===== src/rtl/fc_seq_pkg.sv =====
`default_nettype none
// ============================================================================
// Module   : fc_seq_pkg
// Purpose  : Shared types and constants for the fc sequencer slice.
// Revision : 1.0 - initial release
// ============================================================================
package fc_seq_pkg;

  localparam int DEF_DATA_W = 32;
  localparam int DEF_LANES  = 6;

  typedef enum logic [2:0] {
    IDLE  = 3'd0,
    WLOAD = 3'd1,
    FEED  = 3'd2,
    DRAIN = 3'd3,
    DONE  = 3'd4
  } state_e;

  // Lane k of a packed feature group, lane 0 in the LSBs.
  function automatic logic [DEF_DATA_W-1:0] lane_slice(
    input logic [DEF_LANES*DEF_DATA_W-1:0] bus,
    input int unsigned                     k
  );
    lane_slice = bus[k*DEF_DATA_W +: DEF_DATA_W];
  endfunction

endpackage
`default_nettype wire


===== src/rtl/fc_seq_if.sv =====
`default_nettype none
// ============================================================================
// Module   : fc_seq_if
// Purpose  : Sequencer <-> fc datapath link (weights, feature beats, result).
// Revision : 1.0 - initial release
// ============================================================================
interface fc_seq_if
  import fc_seq_pkg::*;
#(
  parameter int DATA_W = DEF_DATA_W,
  parameter int LANES  = DEF_LANES
);
  logic                       fc_weight;
  logic                       fc_weight_en;
  logic                       fc_ivalid;
  logic [LANES*DATA_W-1:0]    fc_din;
  logic                       fc_ovalid;
  logic signed [DATA_W-1:0]   fc_dout;

  modport master (
    output fc_weight, fc_weight_en, fc_ivalid, fc_din,
    input  fc_ovalid, fc_dout
  );

  modport slave (
    input  fc_weight, fc_weight_en, fc_ivalid, fc_din,
    output fc_ovalid, fc_dout
  );
endinterface
`default_nettype wire


===== src/rtl/fc_seq_wload.sv =====
`default_nettype none
// ============================================================================
// Module   : fc_seq_wload
// Purpose  : Serial weight loader; reads N_WEIGHTS bits and replays them to fc.
// Revision : 1.0 - initial release
// ============================================================================
module fc_seq_wload #(
  parameter int N_WEIGHTS = 192
) (
  input  logic                         clk,
  input  logic                         rst,
  input  logic                         start,
  output logic                         finish,
  output logic                         wmem_rd,
  output logic [$clog2(N_WEIGHTS)-1:0] wmem_addr,
  input  logic                         wmem_data,
  output logic                         weight,
  output logic                         weight_en
);
  localparam int AW = $clog2(N_WEIGHTS);

  logic          rd_q,   rd_d;
  logic [AW-1:0] addr_q, addr_d;
  logic          en_q,   en_d;
  logic          fin_q,  fin_d;

  always_comb begin
    rd_d   = rd_q;
    addr_d = addr_q;
    if (start) begin
      rd_d   = 1'b1;
      addr_d = '0;
    end else if (rd_q) begin
      if (addr_q == AW'(N_WEIGHTS-1)) begin
        rd_d   = 1'b0;
        addr_d = '0;
      end else begin
        addr_d = addr_q + 1'b1;
      end
    end
    // Memory returns the bit one cycle after the read, so the enable trails it.
    en_d  = rd_q;
    fin_d = en_q & ~rd_q;
  end

  always_ff @(posedge clk) begin
    if (rst) begin
      rd_q   <= 1'b0;
      addr_q <= '0;
      en_q   <= 1'b0;
      fin_q  <= 1'b0;
    end else begin
      rd_q   <= rd_d;
      addr_q <= addr_d;
      en_q   <= en_d;
      fin_q  <= fin_d;
    end
  end

  assign wmem_rd   = rd_q;
  assign wmem_addr = addr_q;
  assign weight_en = en_q;
  assign weight    = en_q & wmem_data;
  assign finish    = fin_q;

endmodule
`default_nettype wire


===== src/rtl/fc_seq.sv =====
`default_nettype none
// ============================================================================
// Module   : fc_seq
// Purpose  : Sequencer for the BNN fc datapath: weight load, feature feed,
//            result capture. Optional drain watchdog: FC_SEQ_TIMEOUT_EN.
// Revision : 1.0 - initial release
// ============================================================================
module fc_seq
  import fc_seq_pkg::*;
#(
  parameter int DATA_W    = DEF_DATA_W,
  parameter int LANES     = DEF_LANES,
  parameter int N_WEIGHTS = 192,
  parameter int N_GROUPS  = 32,
  parameter int GAP       = 1,
  parameter int N_OUT     = 1,
  parameter int TIMEOUT   = 1024
) (
  input  logic                         clk,
  input  logic                         rst,
  input  logic                         start,
  input  logic                         reload_w,
  output logic                         busy,
  output logic                         done,
  output logic                         err,
  output logic                         wmem_rd,
  output logic [$clog2(N_WEIGHTS)-1:0] wmem_addr,
  input  logic                         wmem_data,
  output logic                         fmem_rd,
  output logic [$clog2(N_GROUPS)-1:0]  fmem_addr,
  input  logic [LANES*DATA_W-1:0]      fmem_data,
  fc_seq_if.master                     fc,
  output logic                         res_valid,
  output logic [$clog2(N_OUT):0]       res_idx,
  output logic signed [DATA_W-1:0]     res_data
);
  localparam int GW = $clog2(N_GROUPS);
  localparam int PW = $clog2(GAP+1);
  localparam int CW = $clog2(N_OUT)+1;
  localparam int TW = $clog2(TIMEOUT+1);

`ifdef FC_SEQ_TIMEOUT_EN
  localparam bit TIMEOUT_ON = 1'b1;
`else
  localparam bit TIMEOUT_ON = 1'b0;
`endif

  state_e                  state_q, state_d;
  logic [GW-1:0]           grp_q,   grp_d;
  logic [PW-1:0]           phase_q, phase_d;
  logic [CW-1:0]           ovcnt_q, ovcnt_d;
  logic [TW-1:0]           drain_q, drain_d;
  logic                    ivalid_q, ivalid_d;
  logic [LANES*DATA_W-1:0] din_q,   din_d;
  logic                    rv_q,    rv_d;
  logic [CW-1:0]           ridx_q,  ridx_d;
  logic signed [DATA_W-1:0] rdat_q, rdat_d;

  logic wl_start, wl_finish, wl_weight, wl_weight_en;
  logic accept, feed_last, timeout_hit, busy_w, ov_accept, reached;

  assign accept      = (state_q == IDLE) && start;
  assign wl_start    = accept && reload_w;
  assign feed_last   = (phase_q == PW'(GAP)) && (grp_q == GW'(N_GROUPS-1));
  assign reached     = (ovcnt_q == CW'(N_OUT));
  assign timeout_hit = TIMEOUT_ON && (drain_q == TW'(TIMEOUT-1));
  assign busy_w      = (state_q == WLOAD) || (state_q == FEED) || (state_q == DRAIN);
  assign ov_accept   = fc.fc_ovalid && busy_w && (ovcnt_q < CW'(N_OUT));

  fc_seq_wload #(
    .N_WEIGHTS (N_WEIGHTS)
  ) u_wload (
    .clk       (clk),
    .rst       (rst),
    .start     (wl_start),
    .finish    (wl_finish),
    .wmem_rd   (wmem_rd),
    .wmem_addr (wmem_addr),
    .wmem_data (wmem_data),
    .weight    (wl_weight),
    .weight_en (wl_weight_en)
  );

  always_ff @(posedge clk) begin
    if (rst) begin
      state_q  <= IDLE;
      grp_q    <= '0;
      phase_q  <= '0;
      ovcnt_q  <= '0;
      drain_q  <= '0;
      ivalid_q <= 1'b0;
      din_q    <= '0;
      rv_q     <= 1'b0;
      ridx_q   <= '0;
      rdat_q   <= '0;
    end else begin
      state_q  <= state_d;
      grp_q    <= grp_d;
      phase_q  <= phase_d;
      ovcnt_q  <= ovcnt_d;
      drain_q  <= drain_d;
      ivalid_q <= ivalid_d;
      din_q    <= din_d;
      rv_q     <= rv_d;
      ridx_q   <= ridx_d;
      rdat_q   <= rdat_d;
    end
  end

  always_comb begin
    state_d = state_q;
    case (state_q)
      IDLE:    if (start)       state_d = reload_w ? WLOAD : FEED;
      WLOAD:   if (wl_finish)   state_d = FEED;
      FEED:    if (feed_last)   state_d = DRAIN;
      DRAIN:   if (reached || timeout_hit) state_d = DONE;
      DONE:                     state_d = IDLE;
      default:                  state_d = IDLE;
    endcase
  end

  always_comb begin
    busy    = 1'b0;
    done    = 1'b0;
    fmem_rd = 1'b0;
    case (state_q)
      WLOAD, DRAIN: busy = 1'b1;
      FEED: begin
        busy    = 1'b1;
        fmem_rd = (phase_q == '0);
      end
      DONE:    done = 1'b1;
      default: ;
    endcase
  end

  // Datapath counters and result capture.
  always_comb begin
    grp_d   = '0;
    phase_d = '0;
    if (state_q == FEED) begin
      if (phase_q == PW'(GAP)) begin
        grp_d = grp_q + 1'b1;
      end else begin
        grp_d   = grp_q;
        phase_d = phase_q + 1'b1;
      end
    end
    drain_d = (state_q == DRAIN) ? drain_q + 1'b1 : '0;

    ovcnt_d = ovcnt_q;
    if (accept)         ovcnt_d = '0;
    else if (ov_accept) ovcnt_d = ovcnt_q + 1'b1;

    ivalid_d = fmem_rd;
    din_d    = ivalid_q ? fmem_data : din_q;
    rv_d     = ov_accept;
    ridx_d   = ov_accept ? ovcnt_q : ridx_q;
    rdat_d   = ov_accept ? fc.fc_dout : rdat_q;
  end

`ifdef FC_SEQ_TIMEOUT_EN
  logic err_q, err_d;

  always_comb begin
    err_d = err_q;
    if (accept)
      err_d = 1'b0;
    else if ((state_q == DRAIN) && timeout_hit && !reached)
      err_d = 1'b1;
  end

  always_ff @(posedge clk) begin
    if (rst) err_q <= 1'b0;
    else     err_q <= err_d;
  end

  assign err = err_q;
`else
  assign err = 1'b0;
`endif

  assign fmem_addr       = grp_q;
  assign fc.fc_weight    = wl_weight;
  assign fc.fc_weight_en = wl_weight_en;
  assign fc.fc_ivalid    = ivalid_q;
  // Live memory data on the beat cycle, held copy between beats.
  assign fc.fc_din       = ivalid_q ? fmem_data : din_q;
  assign res_valid       = rv_q;
  assign res_idx         = ridx_q;
  assign res_data        = rdat_q;

endmodule
`default_nettype wire

===== src/flat_wrapper.sv =====
// flat-port wrapper written by rule: the top's interface ports become plain ports
module fc_seq_flat import fc_seq_pkg::*;
#(
  parameter int DATA_W    = DEF_DATA_W,
  parameter int LANES     = DEF_LANES,
  parameter int N_WEIGHTS = 192,
  parameter int N_GROUPS  = 32,
  parameter int GAP       = 1,
  parameter int N_OUT     = 1,
  parameter int TIMEOUT   = 1024
)
  (clk, rst, start, reload_w, busy, done, err, wmem_rd, wmem_addr, wmem_data, fmem_rd, fmem_addr, fmem_data, res_valid, res_idx, res_data, fc_fc_weight, fc_fc_weight_en, fc_fc_ivalid, fc_fc_din, fc_fc_ovalid, fc_fc_dout);
  fc_seq_if #(.DATA_W(DATA_W), .LANES(LANES)) fc_i ();
  input  logic clk;
  input  logic rst;
  input  logic start;
  input  logic reload_w;
  output logic busy;
  output logic done;
  output logic err;
  output logic wmem_rd;
  output logic [$clog2(N_WEIGHTS)-1:0] wmem_addr;
  input  logic wmem_data;
  output logic fmem_rd;
  output logic [$clog2(N_GROUPS)-1:0] fmem_addr;
  input  logic [LANES*DATA_W-1:0] fmem_data;
  output logic res_valid;
  output logic [$clog2(N_OUT):0] res_idx;
  output logic signed [DATA_W-1:0] res_data;
  output wire logic [$bits(fc_i.fc_weight)-1:0] fc_fc_weight;
  output wire logic [$bits(fc_i.fc_weight_en)-1:0] fc_fc_weight_en;
  output wire logic [$bits(fc_i.fc_ivalid)-1:0] fc_fc_ivalid;
  output wire logic [$bits(fc_i.fc_din)-1:0] fc_fc_din;
  input wire logic [$bits(fc_i.fc_ovalid)-1:0] fc_fc_ovalid;
  input wire logic [$bits(fc_i.fc_dout)-1:0] fc_fc_dout;
  assign fc_fc_weight = fc_i.fc_weight;
  assign fc_fc_weight_en = fc_i.fc_weight_en;
  assign fc_fc_ivalid = fc_i.fc_ivalid;
  assign fc_fc_din = fc_i.fc_din;
  assign fc_i.fc_ovalid = fc_fc_ovalid;
  assign fc_i.fc_dout = fc_fc_dout;
  fc_seq #(.DATA_W(DATA_W), .LANES(LANES), .N_WEIGHTS(N_WEIGHTS), .N_GROUPS(N_GROUPS), .GAP(GAP), .N_OUT(N_OUT), .TIMEOUT(TIMEOUT)) u_core (.clk(clk), .rst(rst), .start(start), .reload_w(reload_w), .busy(busy), .done(done), .err(err), .wmem_rd(wmem_rd), .wmem_addr(wmem_addr), .wmem_data(wmem_data), .fmem_rd(fmem_rd), .fmem_addr(fmem_addr), .fmem_data(fmem_data), .fc(fc_i), .res_valid(res_valid), .res_idx(res_idx), .res_data(res_data));
endmodule

===== config.mk =====
export PLATFORM = sky130hd
export DESIGN_NAME = fc_seq_flat
export DESIGN_NICKNAME = d
export VERILOG_FILES = /design/src/rtl/fc_seq_pkg.sv /design/src/rtl/fc_seq_if.sv /design/src/rtl/fc_seq_wload.sv /design/src/rtl/fc_seq.sv /design/src/flat_wrapper.sv
export SDC_FILE = /design/constraint.sdc
export NUM_CORES = 1
export LEC_CHECK = 0
export ABC_AREA = 0
export CORE_AREA = 2 2 183 185
export DETAILED_ROUTE_END_ITERATION = 8
export DIE_AREA = 0 0 185 187
export PLACE_DENSITY = 0.66
export SETUP_SLACK_MARGIN = 0.3
export SYNTH_ARGS = -nofsm -noshare
export SYNTH_HDL_FRONTEND = slang
export SYNTH_SLANG_ARGS = --single-unit
export TNS_END_PERCENT = 1

===== constraint.sdc =====
create_clock -name clk -period 3.45 [get_ports clk]
set_clock_uncertainty 0.15 [all_clocks]
set_input_delay 0.69 -clock clk [delete_from_list [all_inputs] [get_ports clk]]
set_output_delay 0.69 -clock clk [all_outputs]
set_load 0.02 [all_outputs]

======== Yosys cells after proc, flatten, opt, wreduce, memory -nomap -nowiden ========
Cells that the tools add are included.
word-level totals
  register bits ........................... 248
  output and inout bits ................... 247
  logic and storage cells ................. 61
cells by class
  $add $sub $neg .......................... 4
  $lt $le $gt $ge ......................... 1
  equality and inequality tests ........... 10
  mux-type cells .......................... 14
  bitwise gates (word level) .............. 5
  reduce and logical (&&, ||, !) cells .... 14
operator list
  cell                                                                     count
  192-bit 2-to-1 mux                                                       1
  3-bit 2-to-1 mux                                                         4
  3-bit case mux with 4 select lines                                       1
  8-bit by 1-bit adder with 8-bit output, second input constant            1
  8-bit == test, second input constant                                     1
  8-bit 2-to-1 mux                                                         1
  3-bit by 2-bit == test with 1-bit output, second input constant          2
  1-bit 2-to-1 mux                                                         6
  2-bit OR reduction                                                       3
  3-bit OR reduction                                                       2
  5-bit by 1-bit adder with 5-bit output, second input constant            1
  5-bit == test, second input constant                                     1
  1-bit logical AND                                                        5
  2-bit by 1-bit inequality test with 1-bit output, second input constant  2
  2-bit inequality test, second input constant                             2
  4-bit AND reduction                                                      1
  3-bit by 1-bit == test with 1-bit output, second input constant          1
  3-bit == test, second input constant                                     1
  3-bit logical NOT                                                        1
  1-bit inverter                                                           3
  1-bit adder, second input constant                                       2
  1-bit bitwise AND                                                        2
  1-bit logical OR                                                         2
  2-bit 2-to-1 mux                                                         1
  1-bit < comparator, second input constant                                1

======== Depth between registers and ports, before layout ========
Gate-level depths: netlist (run 1).
  word-level depth ........................ 5
  depth in mapped cells ................... 6
  mapped depth without buffers ............ 6

======== Cells and area by module ========
From an unflattened synthesis (run 1), not the netlist that was laid out.
second synthesis, totals
  cell total of the unflattened synthesis .. 885
  area total of the unflattened synthesis .. 10,219.8 µm²
by module, submodules not included
  module        times used  cells an instance  area an instance (µm²)  sequential area each (µm²)
  fc_seq        1           831                9,714.3                 4,744.6
  fc_seq_wload  1           54                 505.5                   220.2

======== Worst setup path after synthesis (run 1) ========
OpenSTA, ideal clock, no wires.
  path type ............................... reg-to-output
  start ................................... register u_core.ivalid_q, in the netlist u_core.fc.fc_ivalid
  end ..................................... output fc_fc_din[109]
  arrival time ............................ 1.257 ns
  path slack .............................. 1.353 ns
  stages on the path, launching flop included .. 4
  path buffers ............................ 2
  cell sequence ........................... dfxtp_1 -> buf_2 -> buf_4 -> mux2_2
on the way
  word-level cells in the longest chain between the ends .. 1
ends and longest elaborated chain
  what                    line                RTL
  from (decl)             fc_seq.sv:53        logic ivalid_q, ivalid_d;
  from (signal assigned)  fc_seq.sv:102       ivalid_q <= ivalid_d;
  192-bit 2-to-1 mux      -
  to (decl)               flat_wrapper.sv:33  output wire logic [$bits(fc_i.fc_din)-1:0] fc_fc_din;
Every way passes these cells.

======== Final worst setup path (run 1) ========
  start ................................... register u_core.ivalid_q, in the netlist u_core.fc.fc_ivalid
  end ..................................... output fc_fc_din[132]
Same word-level chain as after synthesis.

==> results of run 1 <==
-- cells in the final DEF (no fill, tap or decap), types with 8 or more instances in the layout --
master           netlist  routed
clkdlybuf4s50_1        0     473
dfxtp_1              248     246
nor2b_1              195     195
mux2_2               193     193
a21oi_1               36      36
o31ai_1               34      34
nand4b_1              32      32
clkbuf_16              0      29
nor2_1                11      11
clkbuf_1              34       8
-- power by group through the flow --
stage          Clock, mW  Combinational, mW  Sequential, mW
2_1_floorplan          0              0.726            3.11
3_3_place_gp           0               1.45            3.10
3_5_place_dp           0               1.46            3.11
4_1_cts             3.03               1.47            3.05
5_1_grt             3.15               1.54            3.06
6_report            2.92               1.46            3.05
-- cells by family (layout without fill, tap and decap cells) --
group | after synthesis | in the layout | synth area share [%]
AOI/OAI and AO/OA | 82 | 82 | 5.43
xor gates and xnor gates | 6 | 6 | 0.526
DFF | 248 | 248 | 49.7
adders and majority gates | 3 | 3 | 0.376
muxes | 198 | 198 | 22.4
other | 1 | 1 | 0.0375
buffers and inverters | 78 | 542 | 4.16
and+or+nand+nor | 271 | 271 | 17.4
-- layer usage --
metal / share of wire [%] / global-route usage, % / up-vias / routed length [µm]
met5: 0.039 / 0 / - / 12
met4: 1.6 / 3.45 / 2 / 482
met3: 9.8 / 5.86 / 39 / 2980
met2: 48 / 29.3 / 291 / 14700
met1: 40 / 19.2 / 3780 / 12200
li1: - / - / 3939 / -
-- worst min-delay path by stage --
| stage | start | endpoint | slack [ns] | cells past startpoint |
|---|---|---|---|---|
| 6_report | u_core.res_data[20]$_SDFFE_PP0P_ | u_core.res_data[20]$_SDFFE_PP0P_ | 0.32 | 2 |
| 5_1_grt | u_core.res_data[12]$_SDFFE_PP0P_ | u_core.res_data[12]$_SDFFE_PP0P_ | 0.34 | 2 |
| 4_1_cts | u_core.res_data[9]$_SDFFE_PP0P_ | u_core.res_data[9]$_SDFFE_PP0P_ | 0.32 | 2 |
| 3_5_place_dp | u_core.res_data[9]$_SDFFE_PP0P_ | u_core.res_data[9]$_SDFFE_PP0P_ | 0.31 | 2 |
| 3_3_place_gp | u_core.res_data[26]$_SDFFE_PP0P_ | u_core.res_data[26]$_SDFFE_PP0P_ | 0.30 | 2 |
| 2_1_floorplan | u_core.state_q[2]$_SDFFE_PP0P_ | u_core.state_q[0]$_SDFFE_PP0P_ | 0.36 | 2 |
-- flip-flops by register name, indices dropped and copies added, names as in the netlist --
register and count:
u_core.fmem_addr 5, u_core.u_wload.finish 1, u_core.fc.fc_ivalid 1, u_core.state_q 3, u_core.phase_q 1, u_core.u_wload.wmem_addr 8
u_core.u_wload.wmem_rd 1, u_core.u_wload.weight_en 1, u_core.res_valid 1, u_core.res_idx 1, u_core.ovcnt_q 1, u_core.din_q 192
u_core.res_data 32
-- cell type report --
| cell class | count | area share (%) |
|---|---|---|
| Tap cell | 448 | 3.50 |
| Sequential cell | 248 | 31.0 |
| Multi-Input combinational cell | 561 | 28.8 |
| Clock inverter | 5 | 0.313 |
| Timing Repair Buffer | 489 | 30.9 |
| Clock buffer | 44 | 5.32 |
| Inverter | 4 | 0.0938 |
-- critical path, cell delays in order, from the launching register on --
cell	delay (ns)
dfxtp_4	0.43
buf_16	0.32
mux2_2	0.40
clkdlybuf4s50_1	0.58
-- what timing repair did --
item	4_1_cts	5_1_grt
setup endpoints to repair	172	172
hold buffers	0	0
cloned	0	0
endpoints found under the hold margin	0	0
gates resized for setup	3	0
==> run_results.csv, run 1 <==
group,metric,value,unit
synthesis,synth_ff_type,"dfxtp_1",
worst_setup_path,crit_type,"register to primary output",
synthesis,synth_area,10000,µm²
timing,hold_violations,0,
worst_setup_path,endpoint,"fc_fc_din[132]",
power_and_ir_drop,p_switching,1.87,mW
synthesis,synth_commonest_cells,"248 x dfxtp_1, 195 x nor2b_1, 193 x mux2_2",
worst_setup_path,r2r_cells,2,
drt,antenna_left,0,
place,dpl.cell_count,1750,
synthesis,yosys.area.top_type_share,49.7,%
clock_network,tritoncts,"done",
timing,period_needed,3.24,ns
synthesis,avgSynthCellArea,11.3,µm²
drt,drt-initial-drc-count,302,
synthesis,synth_seq_cells,248,
synthesis,yosysMostFrequentCell,"dfxtp_1",
timing,hold_ws,0.320,ns
grt,grtUsageTotal,16.6,%
power_and_ir_drop,p_leak,6.06,nW
power_and_ir_drop,power.density,464,nW/µm²
worst_setup_path,worstReg2RegEnd,"u_core.state_q[0]$_SDFFE_PP0P_",
power_and_ir_drop,netSwitchingFraction,25.3,%
power_and_ir_drop,combPwrFrac,19.6,%
timing,tns,0,ns
worst_setup_path,end_kind,"primary output",
clock_network,numCtsBuffers,29,
timing,tightest_slew,1.10,ns
drt,wl,30.4,mm
synthesis,synth_cell_types,45,
drt,drtPass1Iterations,4,
worst_setup_path,critPathLaunch,"u_core.fc.fc_ivalid$_SDFF_PP0_",
floorplan,die_width,185,µm
worst_hold_path,hold_path.class,"register to register",
finish,final_cells,1799,
grt,grt_pass1_wl,45.9,mm
worst_setup_path,r2r_setup_slack,1.63,ns
power_and_ir_drop,sequentialPowerShare,41.1,%
synthesis,ys_warn_count,0,
worst_setup_path,critPathMaxFanout,82,
floorplan,die_height,187,µm
floorplan,core,32900,µm²
synthesis,ys_top_cells_by_area,"dfxtp_1 50%, mux2_2 22%, nor2b_1 12%",
finish,nets,1566,
place,dp_hpwl,21.4,mm
clock_network,clock_latency,0.53,ns
finish,n_fill_cell,3046,
power_and_ir_drop,ir_drop,0.346,mV
drt,wl_per_cell,16.9,µm
floorplan,boundaryPins,477,
clock_network,postCtsSetupRepairBufs,0,
synthesis,async_flop_share,0,%
clock_network,clk_pin_slew,0.06,ns
clock_network,cts-root-buf,"clkbuf_16",
timing,setup_slack,0.206,ns
synthesis,synth_largest_area_cell,"dfxtp_1",
place,placed_area,15100,µm²
synthesis,synth_nets,1120,
floorplan,floorplan.initialDensity,30.4,%
place,place.gp.congestion,0.812,
timing,finalMaxSlewViolations,0,
power_and_ir_drop,power.total,7.43,mW
finish,area_growth,60.2,%
drt,drc,0,
grt,grt_pass1_vias,8053,
power_and_ir_drop,intPower,5.55,mW
clock_network,htreeDepth,1,
drt,viasPerCell,4.48,
clock_network,clock_sinks,248,
synthesis,synthCells,887,
grt,gr-total-overflow,0,
finish,stdcell_area,16000,µm²
finish,seq_area,4970,µm²
worst_setup_path,timing.rr.start,"u_core.ovcnt_q$_SDFFE_PP0P_",
place,port_buffers,475,
finish,multi_input_area,4620,µm²
timing,rsz0062_at_grt,"yes",
finish,drive_gt1_share,19.2,%
worst_setup_path,critPathArrivalTime,2.40,ns
power_and_ir_drop,p_clk_share,39.3,%
finish,diodes,0,
grt,grt_max_degree,103,
timing,fmax,308,MHz
job,drv_cap,0,
timing,setup_viol,0,
floorplan,die_area,34600,µm²
clock_network,clockBufferDepth,3,
timing,slew-limit-headroom,27.0,%
drt,vias,8051,
status,run_status,"complete, no violations",
timing,finalCritPeriodShare,94.0,%
grt,antenna_found_initial,1,
floorplan,rows,67,
finish,final_core_util,48.7,%
place,place_ws,0.639,ns
synthesis,synth-seq-area-share,49.7,%
worst_setup_path,crit_required,2.61,ns
worst_setup_path,crit_path_start_kind,"register",
synthesis,synth_edf_count,0,
Note: power is estimated with default switching activity, not from simulation.
==> inputs of run 2 (changes only) <==
--- a/config.mk
+++ b/config.mk
@@ -6,10 +6,9 @@
 export NUM_CORES = 1
 export LEC_CHECK = 0
 export ABC_AREA = 0
-export CORE_AREA = 2 2 183 185
+export CORE_AREA = 2 2 185 187
 export DETAILED_ROUTE_END_ITERATION = 8
-export DIE_AREA = 0 0 185 187
-export PLACE_DENSITY = 0.66
+export DIE_AREA = 0 0 187 189
 export SETUP_SLACK_MARGIN = 0.3
 export SYNTH_ARGS = -nofsm -noshare
 export SYNTH_HDL_FRONTEND = slang
==> constraint.sdc (replaced) <==
create_clock -name clk -period 3.7 [get_ports clk]
set_clock_uncertainty 0.15 [all_clocks]
set_input_delay 0.74 -clock clk [delete_from_list [all_inputs] [get_ports clk]]
set_output_delay 0.74 -clock clk [all_outputs]
set_load 0.02 [all_outputs]
==> run 2 against run 1 <==
Sequential share of layout area decreased by 0.068 points. Worst setup slack improved by 0.23 ns. Sequential power decreased by 6.9%. Via count decreased by 0.17%. Critical path depth unchanged. Critical path type unchanged.
==> run_results.csv, run 2 (synthesis gave the netlist of run 1 again) <==
group,metric,value,unit
status,run_status,"complete, no violations",
power_and_ir_drop,power.total,7.10,mW
clock_network,tritoncts,"done",
drt,antenna_left,0,
clock_network,numCtsBuffers,29,
drt,vias,8037,
timing,hold_ws,0.318,ns
grt,grt_pass1_wl,47.4,mm
clock_network,clockBufferDepth,3,
drt,wl,31.1,mm
worst_hold_path,hold_path.class,"register to register",
finish,layout_commonest_cell,"clkdlybuf4s50_1",
timing,period_needed,3.27,ns
place,dp_hpwl,21.7,mm
floorplan,die_area,35300,µm²
timing,tns,0,ns
timing,slew-limit-headroom,28.0,%
finish,final_core_util,48.2,%
grt,gr-total-overflow,0,
timing,fmax,306,MHz
floorplan,die_width,187,µm
job,drv_cap,0,
grt,grt_pass1_vias,8048,
finish,mostFrequentLayoutCells,"474 x clkdlybuf4s50_1, 246 x dfxtp_1, 195 x nor2b_1",
clock_network,htreeDepth,1,
clock_network,cts_resized,0,
drt,wl_per_cell,17.3,µm
worst_setup_path,crit_type,"register to primary output",
grt,grtUsageTotal,16.7,%
timing,finalMaxSlewViolations,0,
worst_setup_path,end_kind,"primary output",
floorplan,floorplan.initialDensity,30.0,%
finish,area_growth,60.5,%
grt,antenna_found_initial,1,
finish,largest_reg_flops,192,
worst_setup_path,critPathMaxFanout,83,
finish,drive_gt1_share,19.5,%
timing,setup_viol,0,
clock_network,clk_pin_slew,0.06,ns
floorplan,rows,67,
power_and_ir_drop,ir_drop,0.364,mV
finish,regMostFlops,"u_core.din_q",
grt,grt_max_degree,84,
timing,rsz0062_at_grt,"no",
timing,setup_slack,0.434,ns
finish,nets,1563,
floorplan,boundaryPins,477,
clock_network,cts-root-buf,"clkbuf_16",
power_and_ir_drop,power.density,443,nW/µm²
drt,drt-initial-drc-count,198,
floorplan,die_height,189,µm
drt,viasPerCell,4.47,
place,place.gp.congestion,0.805,
timing,finalCritPeriodShare,88.3,%
place,place_ws,0.735,ns
clock_network,clock_latency,0.54,ns
place,port_buffers,475,
timing,hold_violations,0,
timing,tightest_slew,1.08,ns
floorplan,core,33300,µm²
worst_setup_path,crit_path_start_kind,"register",
drt,drtPass1Iterations,4,
drt,drc,0,
worst_setup_path,crit_required,2.81,ns
clock_network,clock_sinks,248,
power_and_ir_drop,p_leak,6.07,nW
worst_setup_path,critPathArrivalTime,2.38,ns
-- run 2: cell type report --
type                    count  area (µm²)
clock inverters             4        51.3
multi-input cells         562        4630
well taps                 448         561
repair buffers            485        4880
fillers                  3137       17200
diodes                      1        2.50
inverters                   4        15.0
clock buffers              48         937
flip-flops and latches    248        4970
-- run 2: per-stage QoR --
step	instances	cell area [µm²]
finish	1800	16000
global route	1800	16000
CTS	1798	16000
detailed placement	1746	15000
global placement	1746	15000
floorplan	887	10000
-- run 2: routing by layer --
| metal | vias to the layer above | global-route usage [%] | wire [µm] |
|---|---|---|---|
| met5 | - | 0 | 0 |
| met1 | 3769 | 19.2 | 12500 |
| met3 | 42 | 6.21 | 2770 |
| met2 | 288 | 29.5 | 15200 |
| li1 | 3938 | - | - |
| met4 | 0 | 3.72 | 623 |
-- run 2: final timing paths --
path / from / to / slack (ns) / depth (start not counted)
setup / recovery: u_core.fc.fc_ivalid$_SDFF_PP0_ / fc_fc_din[2] / 0.43 / 3
hold / removal: u_core.res_data[15]$_SDFFE_PP0P_ / u_core.res_data[15]$_SDFFE_PP0P_ / 0.32 / 2
setup reg to reg: u_core.state_q[0]$_SDFFE_PP0P_ / u_core.ovcnt_q$_SDFFE_PP0P_ / 1.73 / 5
hold reg to reg: u_core.res_data[15]$_SDFFE_PP0P_ / u_core.res_data[15]$_SDFFE_PP0P_ / 0.32 / 2
-- run 2: report_power, final --
group | switching, mW | internal, mW
combinational | 0.604 | 0.749
sequential | 0.0561 | 2.78
clock | 1.13 | 1.78
-- run 2: worst max-delay path, cell delays in order (launching register included) --
cell and delay, ns:
dfxtp_4 0.40, buf_12 0.38, mux2_2 0.44, clkdlybuf4s50_1 0.56
-- run 2: timing repair --
item / in CTS / in global routing
setup buffers: 0 / 0
hold buffers: 0 / 0
endpoints found under the setup margin: 0 / 1
==> inputs of run 3 (changes only) <==
--- a/config.mk
+++ b/config.mk
@@ -9,6 +9,7 @@
 export CORE_AREA = 2 2 185 187
 export DETAILED_ROUTE_END_ITERATION = 8
 export DIE_AREA = 0 0 187 189
+export PLACE_DENSITY = 0.64
 export SETUP_SLACK_MARGIN = 0.3
 export SYNTH_ARGS = -nofsm -noshare
 export SYNTH_HDL_FRONTEND = slang
==> constraint.sdc (replaced) <==
create_clock -name clk -period 3.48 [get_ports clk]
set_clock_uncertainty 0.15 [all_clocks]
set_input_delay 0.696 -clock clk [delete_from_list [all_inputs] [get_ports clk]]
set_output_delay 0.696 -clock clk [all_outputs]
set_load 0.02 [all_outputs]
==> run 3 against run 2 <==
Final cell count rose by 0.22%. Non-clock buffer count grew 3. Wire length shrank 1.2%. First-iteration DRC count rose by 16%. Critical path type unchanged. Global-route usage down 0.35 points. Largest power group unchanged. Power up 6.0%.
==> run_results.csv, run 3 (synthesis gave the netlist of run 1 again) <==
group,metric,value,unit
grt,antenna_found_initial,0,
power_and_ir_drop,intPower,5.62,mW
floorplan,floorplan.initialDensity,30.0,%
place,dpl.cell_count,1748,
clock_network,numCtsBuffers,29,
finish,drive_gt1_share,19.3,%
finish,nets,1566,
power_and_ir_drop,p_leak,6.08,nW
clock_network,htreeDepth,1,
worst_setup_path,critPathMaxStageDelay,0.58,ns
drt,vias,8157,
finish,area_growth,61.0,%
drt,dr.max_layer_used,"met4",
finish,largest_reg_flops,192,
finish,regMostFlops,"u_core.din_q",
worst_setup_path,crit_required,2.63,ns
worst_setup_path,crit_type,"register to primary output",
floorplan,die_area,35300,µm²
floorplan,die_height,189,µm
floorplan,core,33300,µm²
drt,met2_length,15.0,mm
floorplan,die_width,187,µm
clock_network,clockBufferDepth,3,
worst_setup_path,critPathArrivalTime,2.33,ns
power_and_ir_drop,netSwitchingFraction,25.3,%
worst_setup_path,cp_top_family,"buffers and inverters",
place,placed_area,15100,µm²
worst_setup_path,cp_cell_sequence,"buf_16, mux2_2, clkdlybuf4s50_1",
place,place.gp.congestion,0.823,
worst_setup_path,path_buf_inv,2,
clock_network,clock_sinks,248,
worst_setup_path,critPathMaxFanout,89,
drt,antenna_left,0,
floorplan,boundaryPins,477,
grt,grt_pass1_vias,8017,
timing,period_needed,3.18,ns
timing,finalCritPeriodShare,91.4,%
grt,grtUsageTotal,16.3,%
power_and_ir_drop,ir_drop,0.330,mV
place,port_buffers,475,
finish,mostFrequentLayoutCells,"474 x clkdlybuf4s50_1, 247 x dfxtp_1, 195 x nor2b_1",
floorplan,rows,67,
timing,hold_violations,0,
timing,finalMaxSlewViolations,0,
worst_setup_path,crit_path_start_kind,"register",
worst_setup_path,crit_path_top_delay_cell,"clkdlybuf4s50_1",
drt,drt-initial-drc-count,229,
drt,viasPerCell,4.52,
finish,final_core_util,48.4,%
power_and_ir_drop,p_clk_share,40.7,%
timing,rsz0062_at_grt,"yes",
timing,slew-limit-headroom,42.9,%
grt,grt_pass1_wl,46.6,mm
status,run_status,"complete, no violations",
drt,drc,0,
clock_network,clk_pin_slew,0.06,ns
clock_network,cts-root-buf,"clkbuf_16",
grt,grt_max_degree,90,
power_and_ir_drop,sequentialPowerShare,40.0,%
timing,tns,0,ns
drt,met1_length,12.8,mm
timing,tightest_slew,0.856,ns
finish,n_fill_cell,3098,
finish,layout_commonest_cell,"clkdlybuf4s50_1",
drt,wl_per_cell,17.1,µm
clock_network,tritoncts,"done",
drt,drtPass1Iterations,4,
timing,setup_viol,0,
clock_network,postCtsSetupRepairBufs,0,
finish,diodes,0,
clock_network,clock_latency,0.55,ns
timing,hold_ws,0.320,ns
drt,wl,30.8,mm
job,drv_cap,0,
finish,stdcell_area,16100,µm²
grt,gr-total-overflow,0,
worst_hold_path,hold_path.class,"register to register",
place,dp_hpwl,21.4,mm
finish,final_cells,1804,
timing,fmax,314,MHz
drt,met3WireLength,2.42,mm
worst_setup_path,end_kind,"primary output",
power_and_ir_drop,power.density,468,nW/µm²
power_and_ir_drop,p_switching,1.90,mW
power_and_ir_drop,combPwrFrac,19.4,%
run 3: area by class of cell:
type	count	area, µm²	share of cell area [%]
clock buffers	47	873	5.43
inverters	4	15.0	0.0933
multi-input cells	562	4630	28.8
well taps	448	561	3.48
repair buffers	488	4950	30.8
flip-flops and latches	248	4970	30.9
clock inverters	7	92.6	0.575
run 3: repair_timing:
item | CTS | global route
setup endpoints to repair | 172 | 184
resized for setup | 2 | 5
gates cloned | 1 | 1
hold buffers | 0 | 0
pin swaps | 1 | 0
run 3: per-layer routing:
layer,vias up,track usage [%]
met2,299,28.4
met4,0,3.63
met5,-,0
li1,3945,-
met3,43,5.28
met1,3870,19.6
run 3: power groups by stage:
stage,registers (mW),clock network (mW),logic (mW)
after floorplan,3.08,0,0.720
after global placement,3.06,0,1.45
after detailed placement,3.07,0,1.45
after CTS,3.01,3.18,1.47
after global routing,3.02,3.30,1.54
final,3.01,3.06,1.46
run 3: final timing paths:
check             slack [ns]  cells past startpoint                             from                         endpoint
hold reg to reg         0.32                      2  u_core.res_data[6]$_SDFFE_PP0P_  u_core.res_data[6]$_SDFFE_PP0P_
setup reg to reg        1.54                      5   u_core.state_q[0]$_SDFFE_PP0P_      u_core.ovcnt_q$_SDFFE_PP0P_
setup / recovery        0.30                      3   u_core.fc.fc_ivalid$_SDFF_PP0_                     fc_fc_din[9]
hold / removal          0.32                      2  u_core.res_data[6]$_SDFFE_PP0P_  u_core.res_data[6]$_SDFFE_PP0P_
run 3: tightest hold or removal path: cells and delay by family (launching register included):
kind,cells,cell delay (ns)
flops,1,0.31
compound gates,2,0.12
run 3: through the flow:
step                      power [mW]  worst slack, ns
after floorplan                 3.80             1.38
after global placement          4.51            0.625
after detailed placement        4.52            0.639
after CTS                       7.65            0.198
after global routing            7.86            0.213
final                           7.53            0.300
